==> src/rtl/router_rd_port_bank.sv <==
// Read-side port bank for the router output stage: NCH FIFO channels, each with its own
// read handshake, header tagging and a stall watchdog that flushes a stuck channel.
module router_rd_port_bank #(
  parameter int unsigned NCH     = 3,
  parameter int unsigned WIDTH   = 8,
  parameter int unsigned DEPTH   = 16,
  parameter int unsigned TIMEOUT = 30
) (
  input  logic               clk,
  input  logic               resetn,
  input  logic [WIDTH-1:0]   data_in,
  input  logic               lfd_in,
  input  logic [NCH-1:0]     write_enb,
  output logic [NCH-1:0]     fifo_full,
  input  logic [NCH-1:0]     read_enb,
  output logic [NCH-1:0]     valid_out,
  output logic [NCH*WIDTH-1:0] data_out,
  output logic [NCH-1:0]     hdr_out,
  output logic [NCH-1:0]     soft_reset
);

  localparam int unsigned AW = $clog2(DEPTH);
  localparam int unsigned CW = AW + 1;
  localparam int unsigned TW = $clog2(TIMEOUT + 1);

  typedef enum logic [1:0] {StIdle, StWait, StFlush} wd_state_e;

  for (genvar i = 0; i < NCH; i++) begin : g_ch
    logic [WIDTH:0]   r_mem [DEPTH];
    logic [AW-1:0]    r_wr_ptr;
    logic [AW-1:0]    r_rd_ptr;
    logic [CW-1:0]    r_count;
    logic [WIDTH-1:0] r_data;
    logic             r_hdr;
    wd_state_e        r_state;
    wd_state_e        w_state_nxt;
    logic [TW-1:0]    r_wd_cnt;
    logic [TW-1:0]    w_wd_cnt_nxt;

    logic w_full;
    logic w_valid;
    logic w_flush;
    logic w_wr;
    logic w_rd;
    logic w_stall;

    assign w_full  = (r_count == CW'(DEPTH));
    assign w_valid = (r_count != '0);
    assign w_flush = (r_state == StFlush);
    // The flush cycle owns the channel: both the write and any read are suppressed.
    assign w_wr    = write_enb[i] & ~w_full & ~w_flush;
    assign w_rd    = read_enb[i] & w_valid & ~w_flush;
    assign w_stall = w_valid & ~read_enb[i];

    always_ff @(posedge clk) begin
      if (!resetn && w_wr) begin
        r_mem[r_wr_ptr] <= {lfd_in, data_in};
      end
    end

    always_ff @(posedge clk) begin
      if (resetn) begin
        r_wr_ptr <= '0;
        r_rd_ptr <= '0;
        r_count  <= '0;
        r_data   <= '0;
        r_hdr    <= 1'b0;
      end else if (w_flush) begin
        r_wr_ptr <= '0;
        r_rd_ptr <= '0;
        r_count  <= '0;
      end else begin
        if (w_wr) begin
          r_wr_ptr <= r_wr_ptr + AW'(1);
        end
        if (w_rd) begin
          r_data   <= r_mem[r_rd_ptr][WIDTH-1:0];
          r_hdr    <= r_mem[r_rd_ptr][WIDTH];
          r_rd_ptr <= r_rd_ptr + AW'(1);
        end
        if (w_wr && !w_rd) begin
          r_count <= r_count + CW'(1);
        end else if (!w_wr && w_rd) begin
          r_count <= r_count - CW'(1);
        end
      end
    end

    always_ff @(posedge clk) begin
      if (resetn) begin
        r_state  <= StIdle;
        r_wd_cnt <= '0;
      end else begin
        r_state  <= w_state_nxt;
        r_wd_cnt <= w_wd_cnt_nxt;
      end
    end

    // r_wd_cnt holds the number of consecutive stalled edges already seen, so the edge
    // that completes TIMEOUT of them moves straight to StFlush.
    always_comb begin
      w_state_nxt  = r_state;
      w_wd_cnt_nxt = r_wd_cnt;
      unique case (r_state)
        StIdle: begin
          w_wd_cnt_nxt = '0;
          if (w_stall) begin
            if (TIMEOUT == 1) begin
              w_state_nxt = StFlush;
            end else begin
              w_state_nxt  = StWait;
              w_wd_cnt_nxt = TW'(1);
            end
          end
        end
        StWait: begin
          if (!w_stall) begin
            w_state_nxt  = StIdle;
            w_wd_cnt_nxt = '0;
          end else if (r_wd_cnt == TW'(TIMEOUT - 1)) begin
            w_state_nxt  = StFlush;
            w_wd_cnt_nxt = '0;
          end else begin
            w_wd_cnt_nxt = r_wd_cnt + TW'(1);
          end
        end
        StFlush: begin
          w_state_nxt  = StIdle;
          w_wd_cnt_nxt = '0;
        end
        default: begin
          w_state_nxt  = StIdle;
          w_wd_cnt_nxt = '0;
        end
      endcase
    end

    assign fifo_full[i]               = w_full;
    assign valid_out[i]               = w_valid;
    assign data_out[i*WIDTH +: WIDTH] = r_data;
    assign hdr_out[i]                 = r_hdr;
    assign soft_reset[i]              = w_flush;
  end

endmodule

==> config.mk <==
export PLATFORM = sky130hd
export DESIGN_NAME = router_rd_port_bank
export DESIGN_NICKNAME = d
export VERILOG_FILES = /design/src/rtl/router_rd_port_bank.sv
export SDC_FILE = /design/constraint.sdc
export NUM_CORES = 1
export LEC_CHECK = 0
export BUFFER_PORTS_ARGS = -buffer_cell sky130_fd_sc_hd__buf_2
export CAP_MARGIN = 20
export CORE_MARGIN = 4
export CORE_UTILIZATION = 60
export CTS_BUF_LIST = sky130_fd_sc_hd__clkbuf_4
export DETAILED_ROUTE_END_ITERATION = 8
export GPL_ROUTABILITY_DRIVEN = 0
export PLACE_DENSITY = 0.77
export SYNTH_ARGS = -nofsm -noshare
export SYNTH_HDL_FRONTEND = slang
export SYNTH_SLANG_ARGS = --single-unit
==> constraint.sdc <==
create_clock -name clk -period 5.7 [get_ports clk]
set_clock_uncertainty 0.15 [all_clocks]
set_input_delay 1.14 -clock clk [delete_from_list [all_inputs] [get_ports clk]]
set_output_delay 1.14 -clock clk [all_outputs]
set_load 0.02 [all_outputs]
==> results.py <==
metrics = {
    "detailed_routing": {
        "drt_iter0_drc": 1029,
        "drt-pass1-iter-count": 6,
        "routed_wl_um": 42400,
        "ant_nets": 0,
        "num_vias": 11700,
        "drc": 0,
        "vias_per_cell": 5.91,
        "drt-wirelength-per-cell_um": 21.4,
    },
    "die": {
        "coreArea_mm2": 0.0345,
        "rows": 68,
        "die_y_um": 194,
        "dieArea_mm2": 0.0378,
        "start_util": 0.605,
        "io_pins": 53,
        "die_w_um": 194,
    },
    "global_routing": {
        "grt_pass1_vias": 12000,
        "globalRouteMet3Util": 0.0584,
        "grt-busiest-layer": "met2",
        "use_met1": 0.307,
        "track_usage": 0.225,
        "grt_max_degree": 51,
        "grt_overflow": 0,
        "grt_antenna_before_repair": 3,
        "met2_usage": 0.355,
        "grt_pass1_wl_um": 66100,
    },
    "clocking": {
        "cts_buffers": 131,
        "clkSlewWorstSetupHoldPaths_ps": 60,
        "cts_buffer_depth": 3,
        "cts.sinks": 519,
        "cts_tree": "built",
        "cts_setup_buffers": 0,
        "cts_max_level": 4,
        "cts_root_buf": "clkbuf_4",
        "ctsHoldBuffers": 0,
        "cts_resized": 0,
        "clkLatencyLatePin_ps": 800,
    },
    "finish": {
        "final_cell_mix": "edfxtp_1, clkbuf_4, nor2_1",
        "synthToLayoutAreaGrowth_pct": 10.8,
        "drive_gt1_frac": 0.237,
        "nNetsFinal": 1468,
        "final_area_mm2": 0.0231,
        "final_common_cell": "edfxtp_1",
    },
    "power_and_ir_drop": {
        "p_per_area_mw_per_mm2": 415,
        "ir_drop_uv": 353,
        "power.leakage_nw": 7.69,
    },
    "sta": {
        "fin_setup_tns_ps": 0,
        "fmax_ghz": 0.303,
        "slew_violations": 0,
        "worst_pin_slew_ps": 1120,
        "slew_headroom": 0.253,
        "worst_hold_slack_ps": 320,
        "fin_crit_ps": 3300,
        "fin_crit_sh": 0.579,
        "setup_violations": 0,
        "rsz0062_at_grt": "no",
        "hold_violations": 0,
    },
    "min_path": {
        "min_path_type": "reg -> reg",
        "hold_start": "g_ch[1].r_state[0]",
    },
    "yosys": {
        "postSynthAreaPerCell_um2": 16.3,
        "netlist_instances": 1283,
        "synthArstFlopShare": 0,
        "syn-num-nets": 1337,
        "syn_area_mm2": 0.0209,
        "seq_area_frac_synth": 0.705,
        "synth_warnings": 0,
        "synth-edff-count": 432,
        "ys.flop_type": "edfxtp_1",
        "ys_ff_latch": 519,
        "synth_cell_types": 43,
    },
    "run": {
        "maxCapViolations": 0,
    },
    "critical_path": {
        "worst-path-max-fanout": 5,
        "cpLargestDelayFamily": "simple AND/OR/NAND/NOR gates",
        "worstPathRequired_ps": 4410,
        "r2r_start": "g_ch[0].r_count[0]",
        "cp_data_arrival_time_ps": 2010,
        "crit_type": "reg -> out",
        "cp-startpoint": "g_ch[1].r_count[0]",
        "end_kind": "output port",
        "critPathMaxStageDelay_ps": 430,
        "worst_path_max_delay_cell": "nor4_4",
        "crit_chain": "nor4_4 > nand2_1 > buf_2",
        "crit_buf_inv": 1,
        "start_kind": "flip-flop",
    },
    "place": {
        "dp_hpwl_um": 25400,
        "place_area_mm2": 0.0213,
        "port_buffers": 52,
    },
    "status": {
        "status": "completed",
    },
}
routing by layer:
metal | wire [µm] | share of wire
met4 | 1110 | 0.026
met2 | 20400 | 0.48
met3 | 3500 | 0.083
met1 | 17300 | 0.41
met5 | 13 | 0.00031
worst register-to-register path, cell delays in order (launching register included):
cell,delay (ps)
dfxtp_1,370
nor4_4,420
a211oi_2,120
buf_4,220
inv_1,90
ha_1,220
inv_1,110
ha_1,300
nor2b_1,140
o21a_1,170
or3_1,300
a21o_1,190
mux2_1,300
synth_stat cells (4+ instances only):
cell type,number,area share
a311oi_1,39,0.016
a21oi_1,22,0.0053
edfxtp_1,432,0.62
nor2_1,128,0.023
o21ai_0,9,0.0022
a21o_1,8,0.0029
buf_1,5,0.00090
ha_1,34,0.020
nand3b_1,4,0.0014
buf_6,8,0.0043
xnor2_1,11,0.0046
nand2_1,63,0.011
a211oi_1,11,0.0040
nand3_1,11,0.0026
nand4_1,6,0.0018
inv_1,27,0.0049
or3_1,4,0.0012
nor2b_1,10,0.0030
mux2i_1,107,0.051
dfxtp_1,87,0.083
nor3_1,15,0.0036
buf_4,28,0.010
mux4_2,60,0.065
a221oi_1,5,0.0021
nand2b_1,11,0.0033
clkbuf_1,17,0.0031
buf_2,15,0.0036
or3b_1,7,0.0029
xor2_1,27,0.011
o22ai_1,43,0.013
state kept, by name (all words and copies together), names as in the netlist:
| register | cells |
|---|---|
| g_ch.r_mem | 432 |
| g_ch.r_data | 24 |
| g_ch.r_count | 15 |
| g_ch.r_wd_cnt | 15 |
| g_ch.r_rd_ptr | 12 |
| g_ch.r_wr_ptr | 12 |
| g_ch.r_state | 6 |
| g_ch.r_hdr | 3 |
cell type report:
class	count	area, µm²
Sequential cell	519	14700
Fill cell	2333	11300
Multi-Input combinational cell	660	5550
Clock buffer	197	1480
Tap cell	455	569
Timing Repair Buffer	75	430
Clock inverter	40	258
Inverter	27	101
Antenna cell	2	5.00
kinds of logic (layout without fill, tap and decap cells):
| group | count (synthesis) | in the layout | share of synthesized area |
|---|---|---|---|
| AO/OA/AOI/OAI | 142 | 142 | 0.0483 |
| XOR/XNOR | 38 | 38 | 0.0160 |
| multiplexers | 168 | 168 | 0.117 |
| AND/OR/NAND/NOR | 275 | 275 | 0.0618 |
| other | 0 | 2 | 0 |
| flip-flops | 519 | 519 | 0.705 |
| buffers and inverters | 104 | 339 | 0.0287 |
| adder cells (fa/ha/maj) | 37 | 37 | 0.0233 |
per-stage QoR:
step	cells	utilization	setup WS [ps]	total power [mW]
after global routing	1975	0.671	2240	10.1
after CTS	1962	0.668	2330	9.67
final	1975	0.671	2400	9.60
after detailed placement	1725	0.618	1670	6.49
after floorplan	1283	-	2180	6.08
after global placement	1723	0.618	1700	6.43
where the power goes:
group	total [mW]	switching, mW	leakage [nW]	internal [mW]
registers	4.57	0.252	4.61	4.32
clock network	3.18	1.45	1.01	1.72
logic	1.85	1.05	2.07	0.801
total	9.60	2.75	7.69	6.84
path summary, 6_finish.rpt:
check | endpoint | slack, ps | depth (start not counted)
worst min register to register | g_ch[1].r_state[1] | 320 | 2
worst max-delay path | valid_out[1] | 2400 | 3
worst min-delay path | g_ch[1].r_state[1] | 320 | 2
worst max register to register | g_ch[0].r_count[4] | 2500 | 12
(Power assumes the default switching activity.)
